## config.mk

```make
export PLATFORM = sky130hd
export DESIGN_NAME = cursor_overlay_flat
export DESIGN_NICKNAME = d
export VERILOG_FILES = /design/src/rtl/cursor_pkg.sv /design/src/rtl/cursor_overlay_if.sv /design/src/rtl/cursor_pos_sync.sv /design/src/rtl/cursor_overlay.sv /design/src/flat_wrapper.sv
export SDC_FILE = /design/constraint.sdc
export NUM_CORES = 1
export LEC_CHECK = 0
export CAP_MARGIN = 10
export CORE_MARGIN = 3
export CORE_UTILIZATION = 58
export CTS_BUF_LIST = sky130_fd_sc_hd__clkbuf_8
export DETAILED_ROUTE_END_ITERATION = 7
export GPL_ROUTABILITY_DRIVEN = 0
export PLACE_DENSITY_LB_ADDON = 0.3
export SLEW_MARGIN = 0
export SYNTH_ARGS = -nofsm -noshare
export SYNTH_HDL_FRONTEND = slang
export SYNTH_HIERARCHICAL = 1
export SYNTH_SLANG_ARGS = --single-unit
```

## constraint.sdc

```tcl
create_clock -name clk_50 -period 3.2 [get_ports clk_50]
set_input_delay 0.64 -clock clk_50 [delete_from_list [all_inputs] [get_ports clk_50]]
set_output_delay 0.64 -clock clk_50 [all_outputs]
set_load 0.03 [all_outputs]
```

## src/rtl/cursor_pkg.sv

```systemverilog
// Shared constants for the cursor overlay: arrow sprite, shape codes, default raster size.
// Sprite rows are 2 bits per pixel, LSB pair is column 0.
package cursor_pkg;

   localparam int unsigned H_ACTIVE_DEF = 640;
   localparam int unsigned V_ACTIVE_DEF = 480;

   localparam logic [1:0] CODE_TRANSP  = 2'b00;
   localparam logic [1:0] CODE_FILL    = 2'b01;
   localparam logic [1:0] CODE_OUTLINE = 2'b10;

   typedef struct packed {
      logic [9:0] x;
      logic [9:0] y;
   } pos_t;

   // Left-edge arrow: outlined wedge over rows 0..11, notched tail below.
   localparam logic [31:0] ARROW [16] = '{
      32'h0000_0002, 32'h0000_000A, 32'h0000_0026, 32'h0000_0096,
      32'h0000_0256, 32'h0000_0956, 32'h0000_2556, 32'h0000_9556,
      32'h0002_5556, 32'h0009_5556, 32'h0025_5556, 32'h0095_5556,
      32'h0000_9656, 32'h0000_960A, 32'h0002_5800, 32'h0000_A000
   };

   function automatic logic [1:0] arrow_code(input logic [3:0] row, input logic [3:0] col);
      logic [31:0] bits;
      bits = ARROW[row];
      return bits[{col, 1'b0} +: 2];
   endfunction

endpackage

```

## src/rtl/cursor_overlay_if.sv

```systemverilog
// VGA pixel stream into and out of the cursor overlay.
// The source drives the raster inputs; the overlay drives the delayed, composited outputs.
interface cursor_overlay_if;

   logic        pix_en;
   logic [9:0]  vga_x;
   logic [9:0]  vga_y;
   logic        vga_hs_in;
   logic        vga_vs_in;
   logic        vga_blank_n_in;
   logic [23:0] rgb_in;
   logic [23:0] rgb_out;
   logic        vga_hs_out;
   logic        vga_vs_out;
   logic        vga_blank_n_out;

   modport master (
      output pix_en, vga_x, vga_y, vga_hs_in, vga_vs_in, vga_blank_n_in, rgb_in,
      input  rgb_out, vga_hs_out, vga_vs_out, vga_blank_n_out
   );

   modport slave (
      input  pix_en, vga_x, vga_y, vga_hs_in, vga_vs_in, vga_blank_n_in, rgb_in,
      output rgb_out, vga_hs_out, vga_vs_out, vga_blank_n_out
   );

endinterface

```

## src/rtl/cursor_pos_sync.sv

```systemverilog
// Brings the asynchronous mouse position into clk_50 and only accepts a value once two
// consecutive synchronized samples agree, so a torn multi-bit update never gets through.
module cursor_pos_sync
   import cursor_pkg::*;
(
   input  logic       clk_50,
   input  logic       reset_n,
   input  logic [9:0] mouse_x,
   input  logic [9:0] mouse_y,
   output pos_t       pos_stable
);

   pos_t meta_q;
   pos_t sync_q;
   pos_t prev_q;

   always_ff @(posedge clk_50 or negedge reset_n) begin
      if (!reset_n) begin
         meta_q     <= '0;
         sync_q     <= '0;
         prev_q     <= '0;
         pos_stable <= '0;
      end else begin
         meta_q <= '{x: mouse_x, y: mouse_y};
         sync_q <= meta_q;
         prev_q <= sync_q;
         if (sync_q == prev_q) begin
            pos_stable <= sync_q;
         end
      end
   end

endmodule

```

## src/rtl/cursor_overlay.sv

```systemverilog
// Latches a frame-coherent cursor position at each vsync fall and composites a 16x16
// arrow sprite onto the pixel stream through a two-strobe pipeline; hides it when idle.
module cursor_overlay
   import cursor_pkg::*;
#(
   parameter int unsigned H_ACTIVE      = H_ACTIVE_DEF,
   parameter int unsigned V_ACTIVE      = V_ACTIVE_DEF,
   parameter int unsigned HIDE_FRAMES   = 180,
   parameter logic [23:0] FILL_COLOR    = 24'hFFFFFF,
   parameter logic [23:0] OUTLINE_COLOR = 24'h000000
) (
   input  logic             clk_50,
   input  logic             reset_n,
   input  logic [9:0]       mouse_x,
   input  logic [9:0]       mouse_y,
   cursor_overlay_if.slave  vid,
   output logic             cursor_visible,
   output logic             frame_tick
);

   localparam logic [9:0] X_MAX = 10'(H_ACTIVE - 1);
   localparam logic [9:0] Y_MAX = 10'(V_ACTIVE - 1);
   localparam int unsigned IDLE_W = (HIDE_FRAMES > 0) ? $clog2(HIDE_FRAMES + 1) : 1;
   localparam logic [IDLE_W-1:0] IDLE_MAX = IDLE_W'(HIDE_FRAMES);

   pos_t              pos_stable;
   logic [9:0]        cx;
   logic [9:0]        cy;
   logic [9:0]        nx;
   logic [9:0]        ny;
   logic              vs_prev;
   logic              latch;
   logic [IDLE_W-1:0] idle_cnt;

   cursor_pos_sync u_sync (
      .clk_50     (clk_50),
      .reset_n    (reset_n),
      .mouse_x    (mouse_x),
      .mouse_y    (mouse_y),
      .pos_stable (pos_stable)
   );

   always_comb begin
      nx    = (pos_stable.x > X_MAX) ? X_MAX : pos_stable.x;
      ny    = (pos_stable.y > Y_MAX) ? Y_MAX : pos_stable.y;
      latch = vid.pix_en & ~vid.vga_vs_in & vs_prev;
   end

   always_ff @(posedge clk_50 or negedge reset_n) begin
      if (!reset_n) begin
         cx             <= '0;
         cy             <= '0;
         vs_prev        <= 1'b1;
         idle_cnt       <= '0;
         cursor_visible <= 1'b1;
         frame_tick     <= 1'b0;
      end else begin
         frame_tick <= latch;
         if (vid.pix_en) begin
            vs_prev <= vid.vga_vs_in;
         end
         if (latch) begin
            cx <= nx;
            cy <= ny;
            if (nx != cx || ny != cy || HIDE_FRAMES == 0) begin
               idle_cnt       <= '0;
               cursor_visible <= 1'b1;
            end else if (idle_cnt != IDLE_MAX) begin
               idle_cnt <= idle_cnt + 1'b1;
               if (idle_cnt == IDLE_MAX - 1'b1) begin
                  cursor_visible <= 1'b0;
               end
            end
         end
      end
   end

   // Stage 1: sprite-relative offsets; a negative or >=16 offset shows up in bits [10:4].
   logic [10:0] dx;
   logic [10:0] dy;
   logic        hit;

   always_comb begin
      dx  = {1'b0, vid.vga_x} - {1'b0, cx};
      dy  = {1'b0, vid.vga_y} - {1'b0, cy};
      hit = cursor_visible & vid.vga_blank_n_in & (dx[10:4] == '0) & (dy[10:4] == '0);
   end

   logic [3:0]  s1_dx;
   logic [3:0]  s1_dy;
   logic        s1_hit;
   logic [23:0] s1_rgb;
   logic        s1_hs;
   logic        s1_vs;
   logic        s1_blank_n;

   always_ff @(posedge clk_50 or negedge reset_n) begin
      if (!reset_n) begin
         s1_dx      <= '0;
         s1_dy      <= '0;
         s1_hit     <= 1'b0;
         s1_rgb     <= '0;
         s1_hs      <= 1'b1;
         s1_vs      <= 1'b1;
         s1_blank_n <= 1'b0;
      end else if (vid.pix_en) begin
         s1_dx      <= dx[3:0];
         s1_dy      <= dy[3:0];
         s1_hit     <= hit;
         s1_rgb     <= vid.rgb_in;
         s1_hs      <= vid.vga_hs_in;
         s1_vs      <= vid.vga_vs_in;
         s1_blank_n <= vid.vga_blank_n_in;
      end
   end

   // Stage 2: sprite lookup and composite.
   logic [1:0]  code;
   logic [23:0] rgb_mix;

   always_comb begin
      code    = arrow_code(s1_dy, s1_dx);
      rgb_mix = s1_rgb;
      if (s1_hit) begin
         case (code)
            CODE_FILL:    rgb_mix = FILL_COLOR;
            CODE_OUTLINE: rgb_mix = OUTLINE_COLOR;
            default:      rgb_mix = s1_rgb;
         endcase
      end
      if (!s1_blank_n) begin
         rgb_mix = '0;
      end
   end

   always_ff @(posedge clk_50 or negedge reset_n) begin
      if (!reset_n) begin
         vid.rgb_out         <= '0;
         vid.vga_hs_out      <= 1'b1;
         vid.vga_vs_out      <= 1'b1;
         vid.vga_blank_n_out <= 1'b0;
      end else if (vid.pix_en) begin
         vid.rgb_out         <= rgb_mix;
         vid.vga_hs_out      <= s1_hs;
         vid.vga_vs_out      <= s1_vs;
         vid.vga_blank_n_out <= s1_blank_n;
      end
   end

endmodule
```

## src/flat_wrapper.sv

```systemverilog
// flat-port wrapper written by rule: the top's interface ports become plain ports
module cursor_overlay_flat import cursor_pkg::*;
#(
   parameter int unsigned H_ACTIVE      = H_ACTIVE_DEF,
   parameter int unsigned V_ACTIVE      = V_ACTIVE_DEF,
   parameter int unsigned HIDE_FRAMES   = 180,
   parameter logic [23:0] FILL_COLOR    = 24'hFFFFFF,
   parameter logic [23:0] OUTLINE_COLOR = 24'h000000
)
  (clk_50, reset_n, mouse_x, mouse_y, cursor_visible, frame_tick, vid_pix_en, vid_vga_x, vid_vga_y, vid_vga_hs_in, vid_vga_vs_in, vid_vga_blank_n_in, vid_rgb_in, vid_rgb_out, vid_vga_hs_out, vid_vga_vs_out, vid_vga_blank_n_out);
  cursor_overlay_if vid_i ();
  input  logic clk_50;
  input  logic reset_n;
  input  logic [9:0] mouse_x;
  input  logic [9:0] mouse_y;
  output logic cursor_visible;
  output logic frame_tick;
  input wire logic [$bits(vid_i.pix_en)-1:0] vid_pix_en;
  input wire logic [$bits(vid_i.vga_x)-1:0] vid_vga_x;
  input wire logic [$bits(vid_i.vga_y)-1:0] vid_vga_y;
  input wire logic [$bits(vid_i.vga_hs_in)-1:0] vid_vga_hs_in;
  input wire logic [$bits(vid_i.vga_vs_in)-1:0] vid_vga_vs_in;
  input wire logic [$bits(vid_i.vga_blank_n_in)-1:0] vid_vga_blank_n_in;
  input wire logic [$bits(vid_i.rgb_in)-1:0] vid_rgb_in;
  output wire logic [$bits(vid_i.rgb_out)-1:0] vid_rgb_out;
  output wire logic [$bits(vid_i.vga_hs_out)-1:0] vid_vga_hs_out;
  output wire logic [$bits(vid_i.vga_vs_out)-1:0] vid_vga_vs_out;
  output wire logic [$bits(vid_i.vga_blank_n_out)-1:0] vid_vga_blank_n_out;
  assign vid_i.pix_en = vid_pix_en;
  assign vid_i.vga_x = vid_vga_x;
  assign vid_i.vga_y = vid_vga_y;
  assign vid_i.vga_hs_in = vid_vga_hs_in;
  assign vid_i.vga_vs_in = vid_vga_vs_in;
  assign vid_i.vga_blank_n_in = vid_vga_blank_n_in;
  assign vid_i.rgb_in = vid_rgb_in;
  assign vid_rgb_out = vid_i.rgb_out;
  assign vid_vga_hs_out = vid_i.vga_hs_out;
  assign vid_vga_vs_out = vid_i.vga_vs_out;
  assign vid_vga_blank_n_out = vid_i.vga_blank_n_out;
  cursor_overlay #(.H_ACTIVE(H_ACTIVE), .V_ACTIVE(V_ACTIVE), .HIDE_FRAMES(HIDE_FRAMES), .FILL_COLOR(FILL_COLOR), .OUTLINE_COLOR(OUTLINE_COLOR)) u_core (.clk_50(clk_50), .reset_n(reset_n), .mouse_x(mouse_x), .mouse_y(mouse_y), .vid(vid_i), .cursor_visible(cursor_visible), .frame_tick(frame_tick));
endmodule
```

==> reports/qor.csv <==
stage,metric,value,unit
status,status,completed,
grt,met1 Use GR,0.310,
final_layout,footprint of the multi-input gates,0.00337,mm²
sta,Rel. slew slack,0.514,
die,CORE AREA,0.0135,mm²
sta,Max Clk Rate,0.342,GHz
logic_synthesis,share of the synthesized area in the top cell type,0.520,
worst_setup_path,Setup crit end,u_core/vid.rgb_out[6],
sta,"Hold Vio Cnt, Final",0,
route,WL final,17200,µm
worst_setup_path,CP Launch Type,flop,
clock_tree,Post-CTS Repair Setup Buffers,0,
worst_setup_path,CP Max Fanout,24,
sta,unrepaired setup endpoints after global routing,false,
route,TritonRoute pass-1 iters,5,
logic_synthesis,Post-Syn Area per Cell,11.2,µm²
grt,largest net degree at the start of global routing,90,
placement,DP Area,0.00923,mm²
placement,dpl ws,-0.0608,ns
grt,GR peak layer,met2,
min_path,worst hold path type,input pin to asynchronous set/reset pin,
placement,DP HPWL,12400,µm
clock_tree,Max Root-Sink Buffers,2,
die,die area,0.0154,mm²
sta,clk_skew,0.0122,ns
logic_synthesis,cell count after synthesis,719,
logic_synthesis,distinct cell type count after synthesis,70,
sta,min setup slack post-route,0.279,ns
pwr,maximum VDD drop,325,µV
logic_synthesis,Mapped Area,0.00808,mm²
worst_setup_path,CP top delay family,compound AO/OA/AOI/OAI gates,
worst_setup_path,reg2reg start,u_core/s1_dx[0],
grt,first-pass GRT wire length,28300,µm
placement,Placed Instances,971,
final_layout,final core occ,0.718,
sta,Slew @ Worst Pin,0.728,ns
clock_tree,CTS tree,built,
logic_synthesis,syn nets,814,
worst_setup_path,cell mode on critical path,nand2b_1,
clock_tree,Clock transition at path regs,0.09,ns
grt,met3 usage,0.0445,
route,Via Count,5863,
die,Die Width,124,µm
worst_setup_path,Levels on crit path,12,
sta,Final Cycle Share,0.913,
logic_synthesis,Commonest cells post-synth,"dfrtp_1, inv_1, a21oi_1",
final_layout,layout cells sized above 1,0.138,
logic_synthesis,synth warn,6,
clock_tree,H-Tree Depth,4,
route,average wire per standard cell,17.1,µm
sta,pins over their slew limit,0,
grt,grt total ovfl,0,
final_layout,NumNets Final,909,
worst_setup_path,crit end category,flop,
logic_synthesis,"count leader, synth",dfrtp_1,
clock_tree,clock root buffer,clkbuf_8,
grt,Total GRT Usage,0.237,
grt,vias in the first global route,5766,
die,Top Ports,99,
logic_synthesis,"area leader, netlist",dfrtp_1,
pwr,Static Leakage,4.22,nW
run,MaxCap Viol Count,0,
route,Starting DRT DRC Count,483,
final_layout,fill cell count,962,
route,vias per cell,5.85,
grt,initial antenna violation count,0,
worst_setup_path,Worst Path Required,3.56,ns
pwr,Pwr Total,5.12,mW
logic_synthesis,Yosys reg bits,173,
die,Initial Util,0.601,
die,FP Rows,42,
worst_setup_path,CP peak stage delay,0.55,ns
sta,fin crit period,2.92,ns
worst_setup_path,CP max stage cell,dfrtp_1,
clock_tree,clk_lat worst skew,0.45,ns
worst_setup_path,crit path from,u_core/s1_dx[0],
route,Antenna Nets Post-Route,0,
worst_setup_path,Reg2Reg Setup Slack,0.28,ns
die,Die Ht,124,µm
worst_setup_path,critical-path cell list,nand2b_1 -> maj3_1 -> nand2b_1 -> o21ai_0 -> a21oi_1 -> o21ai_0 -> ha_1 -> nand2b_1 -> nor2_1 -> buf_4 -> a21oi_1 -> o22ai_1,
worst_setup_path,WP buf/inv,1,
worst_setup_path,R2R depth,12,
final_layout,# diodes,0,
logic_synthesis,Post-synth ARST share,1.00,
clock_tree,post-CTS resize count,0,
final_layout,Final Instance Count excl. Fillers,1003,
worst_setup_path,"Arr. time, crit path",3.28,ns
logic_synthesis,Synth Flop Type,dfrtp_1,
clock_tree,CTS buffer count,17,
clock_tree,hold_buf cts,0,
final_layout,"Design Area, Final",0.00966,mm²
logic_synthesis,number of synthesized flops with an enable pin,0,
pwr,Cell Pwr Density,530,mW/mm²
placement,Port Buffer Count,98,
logic_synthesis,post-synthesis sequential area ratio,0.537,
clock_tree,clk sinks,173,
route,DRC Markers,0,
worst_setup_path,R2R Path End,u_core/vid.rgb_out[6],
final_layout,Area Growth Syn to Fin,19.5,%
final_layout,FF/Latch Area,0.00434,mm²
grt,grt met2 use,0.395,
sta,final setup vio count,0,
logic_synthesis,Area contributors post-synth,"dfrtp_1, mux2_2, a21oi_1, mux2_4, ha_1",
worst_setup_path,kind of critical path,flop to flop,
==> cells in the final DEF (no fill, tap or decap), drive strengths merged, types with 3 or more instances in the layout <==
master | netlist | layout
nor4 | 6 | 6
ha | 23 | 23
mux2 | 51 | 51
o31ai | 5 | 5
nor3 | 9 | 9
nor4b | 4 | 4
clkbuf | 28 | 20
nand2 | 34 | 34
clkinvlp | 0 | 4
nand3b | 3 | 3
xnor2 | 25 | 25
clkdlybuf4s50 | 0 | 96
a211oi | 3 | 3
inv | 64 | 67
mux2i | 4 | 4
buf | 3 | 11
a21oi | 61 | 61
nand4bb | 3 | 3
nor2 | 29 | 29
o2111ai | 3 | 3
a31oi | 7 | 7
o22ai | 30 | 30
and3 | 6 | 6
nand3 | 11 | 11
nor3b | 4 | 4
o21ai | 37 | 37
dfrtp | 168 | 168
nand4 | 11 | 11
nor2b | 3 | 3
o41ai | 3 | 3
a21o | 5 | 5
a32oi | 4 | 4
xor2 | 18 | 18
bufinv | 0 | 3
dfstp | 5 | 5
nand2b | 11 | 11
==> per-layer routing <==
metal  part of all wire  vias to the layer above
li1                   -                     2748
met1               0.42                     2864
met2               0.50                      217
met3              0.058                       34
met4              0.022                        0
met5                  0                        -
==> stage by stage <==
| step | hold WS [ns] | TNS [ns] |
|---|---|---|
| 2_1_floorplan | 0.331 | 0 |
| 3_3_place_gp | 0.332 | 0 |
| 3_5_place_dp | 0.335 | -0.0608 |
| 4_1_cts | 0.139 | 0 |
| 5_1_grt | 0.153 | 0 |
| 6_report | 0.136 | 0 |
==> sequential cells by signal, indices dropped and copies added, names as in the netlist, 4 cells and up <==
| register | count |
|---|---|
| u_core/vid.rgb_out | 24 |
| u_core/u_sync/meta_q | 20 |
| u_core/cy | 10 |
| u_core/cx | 10 |
| u_core/s1_rgb | 24 |
| u_core/u_sync/pos_stable | 20 |
| u_core/u_sync/prev_q | 20 |
| u_core/s1_dx | 4 |
| u_core/idle_cnt | 8 |
| u_core/s1_dy | 4 |
| u_core/u_sync/sync_q | 20 |
==> power by group <==
part / total, mW / switching [mW] / internal [mW]
registers: 2.52 / 0.170 / 2.35
clock network: 1.61 / 0.767 / 0.841
logic: 0.985 / 0.517 / 0.467
==> cell families after synthesis <==
| group | synth area share |
|---|---|
| mux | 0.0853 |
| flops | 0.537 |
| xor+xnor | 0.0466 |
| fa+ha+maj | 0.0418 |
| compound gates | 0.144 |
| simple gates | 0.100 |
| buf+inv | 0.0461 |
==> cell type report <==
| cell class | count | share of cell area |
|---|---|---|
| Clock buffer | 20 | 0.0285 |
| Clock inverter | 12 | 0.0165 |
| Inverter | 64 | 0.0249 |
| Multi-Input combinational cell | 451 | 0.349 |
| Sequential cell | 173 | 0.449 |
| Tap cell | 176 | 0.0228 |
| Timing Repair Buffer | 107 | 0.109 |
==> worst min-delay path by stage <==
stage,from,endpoint,slack (ns),depth (start not counted)
after floorplan,u_core/u_sync/meta_q[0],u_core/u_sync/sync_q[0],0.33,0
after global placement,u_core/u_sync/meta_q[3],u_core/u_sync/sync_q[3],0.33,0
after detailed placement,u_core/u_sync/meta_q[0],u_core/u_sync/sync_q[0],0.33,0
after CTS,reset_n,u_core/cx[7],0.14,1
after global routing,reset_n,u_core/cx[8],0.15,1
final,reset_n,u_core/cx[9],0.14,1
==> worst register-to-register path: stages (launching register included) <==
cell and delay [ns]:
dfrtp_1 0.55, nand2b_1 0.27, maj3_1 0.36, nand2b_1 0.15
o21ai_0 0.21, a21oi_1 0.10, o21ai_0 0.19, ha_1 0.26
nand2b_1 0.16, nor2_1 0.09, buf_4 0.28, a21oi_1 0.10
o22ai_1 0.12
(Power assumes the default switching activity.)
